===== config.mk =====
export PLATFORM = sky130hd
export DESIGN_NAME = vga_dither_out
export DESIGN_NICKNAME = d
export VERILOG_FILES = /design/src/rtl/vga_dither_out.sv
export SDC_FILE = /design/constraint.sdc
export NUM_CORES = 1
export LEC_CHECK = 0
export ABC_AREA = 1
export BUFFER_PORTS_ARGS = -buffer_cell sky130_fd_sc_hd__buf_4
export CORE_MARGIN = 2
export CORE_UTILIZATION = 30
export CTS_CLUSTER_SIZE = 12
export DETAILED_ROUTE_END_ITERATION = 8
export GPL_ROUTABILITY_DRIVEN = 1
export PLACE_DENSITY_LB_ADDON = 0.25
export SLEW_MARGIN = 10
export SYNTH_ARGS = -nofsm -noshare
export SYNTH_HDL_FRONTEND = slang
export SYNTH_SLANG_ARGS = --single-unit

===== constraint.sdc =====
create_clock -name clk_vga -period 1.04 [get_ports clk_vga]
set_input_delay 0.208 -clock clk_vga [delete_from_list [all_inputs] [get_ports clk_vga]]
set_output_delay 0.208 -clock clk_vga [all_outputs]
set_load 0.005 [all_outputs]

===== src/rtl/vga_dither_out.sv =====
// vga_dither_out: VGA output stage reducing IN_W-bit RGB to OUT_W-bit DAC
// codes, with hsync/vsync/de delayed to match the 2-stage colour pipeline.
// Optional feature macro: VGA_DITHER_EN
//   defined   -> 4x4 ordered (Bayer) dither before reduction
//   undefined -> plain MSB truncation; no position counters or table built
module vga_dither_out #(
   parameter int IN_W   = 6,
   parameter int OUT_W  = 3,
   parameter bit HS_POL = 1'b0,
   parameter bit VS_POL = 1'b0
) (
   input  logic             clk_vga,
   input  logic             reset,
   input  logic [IN_W-1:0]  r_in,
   input  logic [IN_W-1:0]  g_in,
   input  logic [IN_W-1:0]  b_in,
   input  logic             de_in,
   input  logic             hsync_in,
   input  logic             vsync_in,
   output logic [OUT_W-1:0] r_out,
   output logic [OUT_W-1:0] g_out,
   output logic [OUT_W-1:0] b_out,
   output logic             de_out,
   output logic             hsync_out,
   output logic             vsync_out
);

   localparam int D   = IN_W - OUT_W;
   localparam int OW1 = OUT_W + 1;

   // stage 1: registered inputs
   logic [IN_W-1:0]  r_r1, r_g1, r_b1;
   logic             r_de1, r_hs1, r_vs1;

   // stage 2: registered outputs
   logic [OUT_W-1:0] r_r2, r_g2, r_b2;
   logic             r_de2, r_hs2, r_vs2;

   // reduced colour feeding stage 2
   logic [OUT_W-1:0] w_r_red, w_g_red, w_b_red;

`ifdef VGA_DITHER_EN
   logic [1:0] r_x, r_y;
   logic [3:0] r_t1;
   logic       w_de_fall, w_vs_start;

   // 4x4 Bayer threshold; x selects the column, y the row
   function automatic logic [3:0] f_bayer(input logic [1:0] i_y, input logic [1:0] i_x);
      logic [3:0] v_t;
      case ({i_y, i_x})
         4'h0: v_t = 4'd0;   4'h1: v_t = 4'd8;   4'h2: v_t = 4'd2;   4'h3: v_t = 4'd10;
         4'h4: v_t = 4'd12;  4'h5: v_t = 4'd4;   4'h6: v_t = 4'd14;  4'h7: v_t = 4'd6;
         4'h8: v_t = 4'd3;   4'h9: v_t = 4'd11;  4'hA: v_t = 4'd1;   4'hB: v_t = 4'd9;
         default: begin
            case (i_x)
               2'd0:    v_t = 4'd15;
               2'd1:    v_t = 4'd7;
               2'd2:    v_t = 4'd13;
               default: v_t = 4'd5;
            endcase
         end
      endcase
      return v_t;
   endfunction

   // add the scaled threshold, keep the top OUT_W bits, saturate on carry-out
   function automatic logic [OUT_W-1:0] f_reduce(input logic [IN_W-1:0] i_c, input logic [3:0] i_t);
      logic [D-1:0] v_o;
      logic [OUT_W:0] v_hi;
      // t scaled to D bits: t<<(D-4) or t>>(4-D), both equal (t*2^D)/16
      v_o  = D'({i_t, {D{1'b0}}} >> 4);
      v_hi = OW1'(({1'b0, i_c} + {{OW1{1'b0}}, v_o}) >> D);
      return v_hi[OUT_W] ? {OUT_W{1'b1}} : v_hi[OUT_W-1:0];
   endfunction

   // de falling edge advances the row; vsync entering its active level restarts it
   assign w_de_fall  = r_de1 & ~de_in;
   assign w_vs_start = (vsync_in == VS_POL) && (r_vs1 != VS_POL);

   // pixel position counters and stage-1 threshold register
   // NOTE: async reset is in the sensitivity list; all state uses <= so every
   //       register samples pre-edge values regardless of statement order.
   always_ff @(posedge clk_vga or posedge reset) begin
      if (reset) begin
         r_x  <= 2'd0;
         r_y  <= 2'd0;
         r_t1 <= 4'd0;
      end else begin
         r_t1 <= f_bayer(r_y, r_x);
         r_x  <= de_in ? r_x + 2'd1 : 2'd0;
         if (w_vs_start)
            r_y <= 2'd0;
         else if (w_de_fall)
            r_y <= r_y + 2'd1;
      end
   end

   // dithered reduction of stage-1 colour
   always_comb begin
      w_r_red = f_reduce(r_r1, r_t1);
      w_g_red = f_reduce(r_g1, r_t1);
      w_b_red = f_reduce(r_b1, r_t1);
   end
`else
   // plain truncation of stage-1 colour to its top OUT_W bits
   always_comb begin
      w_r_red = r_r1[IN_W-1:D];
      w_g_red = r_g1[IN_W-1:D];
      w_b_red = r_b1[IN_W-1:D];
   end
`endif

   // stage 1: capture pixel and sync inputs; syncs reset to their idle level
   always_ff @(posedge clk_vga or posedge reset) begin
      if (reset) begin
         r_r1  <= '0;
         r_g1  <= '0;
         r_b1  <= '0;
         r_de1 <= 1'b0;
         r_hs1 <= ~HS_POL;
         r_vs1 <= ~VS_POL;
      end else begin
         r_r1  <= r_in;
         r_g1  <= g_in;
         r_b1  <= b_in;
         r_de1 <= de_in;
         r_hs1 <= hsync_in;
         r_vs1 <= vsync_in;
      end
   end

   // stage 2: register reduced colour, forced to black while blanked
   always_ff @(posedge clk_vga or posedge reset) begin
      if (reset) begin
         r_r2  <= '0;
         r_g2  <= '0;
         r_b2  <= '0;
         r_de2 <= 1'b0;
         r_hs2 <= ~HS_POL;
         r_vs2 <= ~VS_POL;
      end else begin
         r_r2  <= r_de1 ? w_r_red : '0;
         r_g2  <= r_de1 ? w_g_red : '0;
         r_b2  <= r_de1 ? w_b_red : '0;
         r_de2 <= r_de1;
         r_hs2 <= r_hs1;
         r_vs2 <= r_vs1;
      end
   end

   assign r_out     = r_r2;
   assign g_out     = r_g2;
   assign b_out     = r_b2;
   assign de_out    = r_de2;
   assign hsync_out = r_hs2;
   assign vsync_out = r_vs2;

endmodule


==> results.yml, run 1 <==
run_status:
  outcome: "finished, violations left"
  violations: "negative setup slack"
logic_synthesis:
  syn-cell-area_um2: 688
  synth_seq_area_share_pct: 88.0
  synth-seq-cells: 24
  post-synth-top-area-cell: "sky130_fd_sc_hd__dfrtp_1"
  mappedNetlistNets: 67
  netlist_top_cells_area: "sky130_fd_sc_hd__dfrtp_1, sky130_fd_sc_hd__dfstp_2, sky130_fd_sc_hd__inv_1"
  post_synth_num_cell_types: 5
  synth.avg_cell_area_um2: 15.6
  synth_cells: 44
  yosys_warnings: 0
  netlist.area_leader.share_pct: 72.7
timing:
  skew_ns: 0.00288
  slew_viol_final: 0
  period_share_pct: 109
  setup_violations: 2
  worst_slack_ns: -0.0900
  fin_hold_ws_ns: 0.364
  max_clock_freq_ghz: 0.885
  sum_of_negative_setup_slack_ns: -0.176
  report.final.hold_viol_count: 0
  relSlewSlack_pct: 78.0
  setup_repair_after_global_routing_missed_its_margin: "true"
  tightestPinTransition_ns: 0.331
  finalWorstPathRequiredPeriod_ns: 1.13
drt:
  drcViolationCount: 0
  via_per_inst: 3.63
  routed_wire_length_per_instance_um: 9.17
  drt_first_pass_iters: 1
  first_iter_violations: 0
  totalWireLength_um: 1050
  ant_nets: 0
  detailroute.via_count: 414
placement:
  numPortBuffers: 25
  place.detailed.hpwl_um: 630
  place_congestion: 0.594
cells_and_area:
  filler_cell_count: 192
  finalCoreUtilization_pct: 51.5
  drive_above_1_share_pct: 39.5
  post_layout_net_count: 110
  multi_input_area_um2: 33.8
  antenna_diodes: 0
  syn_to_final_growth_pct: 63.8
  seqCellArea_um2: 606
cts:
  clk_root_buf: "sky130_fd_sc_hd__clkbuf_4"
  htreeDepth: 1
  clock_insertion_delay_worst_skew_ns: 0.29
  clkSlewWorstSetupHoldPaths_ns: 0.12
  cts_max_path_buffers: 2
  clock-sinks: 24
  tritoncts.num_buffers: 3
  tritoncts: "done"
  postCtsSetupBuffers: 0
worst_setup_path:
  worst_ep_arrival_time_ns: 0.92
  critical_path.cell_chain: "buf_6"
  path_delay_family: "flip-flops"
  cpMaxStageDelayCell: "sky130_fd_sc_hd__dfstp_2"
  startpoint_type: "register"
  reg2reg_setup_slack_ns: 0.28
  path_max_fanout: 1
  critical_path.n_buffers_inverters: 1
  critical_path.endpoint_type: "primary output"
  required_time_reported_for_the_critical_path_endpoint_ns: 0.83
  critPathMaxStageDelay_ns: 0.55
  worst-setup-path-type: "reg2out"
die:
  dieArea_mm2: 0.00269
  floorplan.core_area_mm2: 0.00219
  rows: 17
  design.portCount: 35
  die_height_um: 51.9
  die_width_um: 51.9
  floorplan.initialDensity_pct: 31.4
pwr:
  power-per-cell-area_mw_per_mm2: 1440
  ir_drop_v: 0.000665
  total_power_uw: 1630
  power.static_leakage_uw: 0.000601
grt:
  globalRoute.totalOverflow: 0
  globalRouteTotalUtil_pct: 8.81
  antenna_violations_before_repair: 0
  grt_start_max_net_pins: 25
  first_global_vias: 419
  grt_pass1_wl_um: 1650
run:
  maxCapViolCount: 0
min_path:
  hp-class: "reg2reg"
layout by cell type (no fill, tap or decap), drive strengths merged:
cell type    Yosys  routed
dfrtp           20      20
clkbuf           0       4
nand2            9       9
dlygate4sd3      0      13
dfstp            4       4
buf              1      26
inv             10      10
sequential cells by signal, indices dropped and copies added (netlist names):
register	flops
r_b1	3
vsync_out	1
b_out	3
g_out	3
hsync_out	1
de_out	1
r_r1	3
r_hs1	1
r_vs1	1
r_g1	3
r_out	3
r_de1	1
repair_timing:
| item | CTS | global route |
|---|---|---|
| endpoints found under the hold margin | 28 | 4 |
| endpoints found under the setup margin | 2 | 12 |
| resized for setup | 2 | 9 |
| hold buffers | 9 | 4 |
Yosys cell counts:
library cell              instances
sky130_fd_sc_hd__dfrtp_1         20
sky130_fd_sc_hd__inv_1           10
sky130_fd_sc_hd__nand2_1          9
sky130_fd_sc_hd__dfstp_2          4
sky130_fd_sc_hd__buf_6            1
worst paths after layout:
path / from / to / cells past startpoint
min reg2reg: r_hs1$_DFF_PP1_ / hsync_out$_DFF_PP1_ / 0
min in group asynchronous: reset / r_b1[3]$_DFF_PP0_ / 4
min: r_hs1$_DFF_PP1_ / hsync_out$_DFF_PP1_ / 0
max: vsync_out$_DFF_PP1_ / vsync_out / 1
max in group asynchronous: reset / hsync_out$_DFF_PP1_ / 4
max reg2reg: r_de1$_DFF_PP0_ / g_out[0]$_DFF_PP0_ / 2
stage by stage:
| step | instance area (µm²) | cells | setup slack [ns] |
|---|---|---|---|
| 6_report | 1130 | 114 | -0.0900 |
| 5_1_grt | 1130 | 114 | -0.144 |
| 4_1_cts | 1050 | 110 | -0.110 |
| 3_5_place_dp | 920 | 97 | 0.238 |
| 3_3_place_gp | 920 | 97 | 0.244 |
| 2_1_floorplan | 688 | 44 | 0.331 |
where the power goes:
| part | total [µW] | switching [µW] | leakage (µW) | internal [µW] |
|---|---|---|---|---|
| registers | 1010 | 20.6 | 0.000286 | 986 |
| logic | 168 | 51.4 | 0.000294 | 116 |
| clock network | 451 | 238 | 0.0000210 | 213 |
| total | 1630 | 310 | 0.000601 | 1320 |
final cells by class:
class	count	share of cell area (%)
Inverter	10	3.33
Clock buffer	4	3.22
Sequential cell	24	53.7
Timing Repair Buffer	39	33.6
Tap cell	28	3.11
Multi-Input combinational cell	9	3.00
kinds of logic after synthesis:
family	synth area share, %
AND/OR/NAND/NOR	4.91
buffers and inverters	7.09
flip-flops	88.0
metal layers:
metal  track usage, %  part of all wire (%)  up-vias
met2             15.2                    53       14
met4             3.95                  0.77        0
met5                0                     0        -
met1             9.02                    40      192
met3             4.02                   6.0        2
li1                 -                     -      206
(Power assumes the default switching activity.)
==> inputs of run 2 (changes only) <==
- MAX_ROUTING_LAYER: default -> met4
==> run 2 against run 1 <==
Against the previous run: the flow still finishes with violations (negative setup slack); maximum frequency about the same; cell area unchanged; sequential share of layout area unchanged; die area unchanged; clock-buffer cell count unchanged; largest power group unchanged; register-to-register slack about the same; largest cell class unchanged; worst setup slack about the same; critical endpoint unchanged; worst hold slack unchanged; cell count unchanged.
==> results.yml, run 2 (synthesized netlist as in run 1, its figures left out) <==
run_status:
  outcome: "finished, violations left"
  violations: "negative setup slack"
cells_and_area:
  syn_to_final_growth_pct: 63.8
  post_layout_net_count: 110
  layout_common_cells: "sky130_fd_sc_hd__dfrtp_1, sky130_fd_sc_hd__buf_4, sky130_fd_sc_hd__dlygate4sd3_1, sky130_fd_sc_hd__buf_6, sky130_fd_sc_hd__inv_1"
  finalCoreUtilization_pct: 51.5
  antenna_diodes: 0
  drive_above_1_share_pct: 39.5
  layout.cells.most_common: "sky130_fd_sc_hd__dfrtp_1"
worst_setup_path:
  critical_path.n_buffers_inverters: 1
  worst_ep_arrival_time_ns: 0.92
  path_max_fanout: 1
  startpoint_type: "register"
  critPathMaxStageDelay_ns: 0.55
  regToRegStartpoint: "r_de1$_DFF_PP0_"
  critical_path.cell_chain: "buf_6"
  critical_path.endpoint_type: "primary output"
  required_time_reported_for_the_critical_path_endpoint_ns: 0.83
  timing.reg2reg.worst_path_depth: 2
  cpMaxStageDelayCell: "sky130_fd_sc_hd__dfstp_2"
  critical_path.reg2reg.endpoint: "g_out[0]$_DFF_PP0_"
  path_delay_family: "flip-flops"
  worst-setup-path-type: "reg2out"
  reg2reg_setup_slack_ns: 0.28
min_path:
  hold-path-cell-count: 0
  hp-class: "reg2reg"
  min_from: "r_hs1$_DFF_PP1_"
  holdPathEnd: "hsync_out$_DFF_PP1_"
drt:
  ant_nets: 0
  drt_first_pass_iters: 1
  first_iter_violations: 0
  drcViolationCount: 0
  detailroute.via_count: 414
  via_per_inst: 3.63
  routed_wire_length_per_instance_um: 9.17
  totalWireLength_um: 1050
grt:
  first_global_vias: 418
  globalRoute.totalOverflow: 0
  antenna_violations_before_repair: 0
  grt_start_max_net_pins: 25
  globalRouteTotalUtil_pct: 9.04
  grt_pass1_wl_um: 1660
cts:
  clkSlewWorstSetupHoldPaths_ns: 0.12
  clk_root_buf: "sky130_fd_sc_hd__clkbuf_4"
  clock-sinks: 24
  cts_max_path_buffers: 2
  clock_insertion_delay_worst_skew_ns: 0.29
  tritoncts: "done"
  tritoncts.num_buffers: 3
  postCtsSetupBuffers: 0
  htreeDepth: 1
pwr:
  ir_drop_v: 0.000665
  power.static_leakage_uw: 0.000601
  total_power_uw: 1630
  power-per-cell-area_mw_per_mm2: 1440
placement:
  place_congestion: 0.598
  placement_stage_worst_setup_slack_ns: 0.238
  place.detailed.hpwl_um: 630
  numPortBuffers: 25
timing:
  max_clock_freq_ghz: 0.885
  relSlewSlack_pct: 78.0
  setup_repair_after_global_routing_missed_its_margin: "true"
  report.final.hold_viol_count: 0
  worst_slack_ns: -0.0900
  finalWorstPathRequiredPeriod_ns: 1.13
  slew_viol_final: 0
  skew_ns: 0.00288
  sum_of_negative_setup_slack_ns: -0.176
  period_share_pct: 109
  tightestPinTransition_ns: 0.331
  fin_hold_ws_ns: 0.364
  setup_violations: 2
die:
  rows: 17
  design.portCount: 35
  die_height_um: 51.9
  dieArea_mm2: 0.00269
  floorplan.core_area_mm2: 0.00219
  die_width_um: 51.9
  floorplan.initialDensity_pct: 31.4
run:
  maxCapViolCount: 0
run 2: cell counts in the layout (fill, tap and decap cells not counted):
No cell type changed its count.
run 2: stage by stage:
step	instances	area, µm²
floorplan	44	688
global placement	97	920
detailed placement	97	920
finish	114	1130
global route	114	1130
CTS	110	1050
run 2: where the power goes:
part	total, µW	switching [µW]	internal, µW
clock	451	238	213
sequential	1010	20.6	986
combinational	168	51.4	116
run 2: worst max path at each step:
stage	from	endpoint	slack, ns	cells past startpoint
3_5_place_dp	vsync_out$_DFF_PP1_	vsync_out	0.24	1
4_1_cts	vsync_out$_DFF_PP1_	vsync_out	-0.11	1
3_3_place_gp	hsync_out$_DFF_PP1_	hsync_out	0.24	1
6_report	vsync_out$_DFF_PP1_	vsync_out	-0.09	1
5_1_grt	vsync_out$_DFF_PP1_	vsync_out	-0.14	1
2_1_floorplan	hsync_out$_DFF_PP1_	hsync_out	0.33	0
run 2: layout make-up:
cell class,instances,area (µm²)
flip-flops and latches,24,606
repair buffers,39,379
multi-input cells,9,33.8
inverters,10,37.5
well taps,28,35.0
clock buffers,4,36.3
fillers,192,1060
run 2: what timing repair did:
item / 4_1_cts / 5_1_grt
hold buffers: 9 / 4
endpoints found under the hold margin: 28 / 4
pin swaps: 0 / 0
resized for setup: 2 / 9
endpoints found under the setup margin: 2 / 12
run 2: routing by layer:
layer  GRT usage [%]  vias up  part of all wire (%)
met5               -        -                     0
met4            3.95        0                  0.77
met3            4.02        2                   6.0
met2            15.2       14                    53
met1            9.02      192                    40
li1                -      206                     -
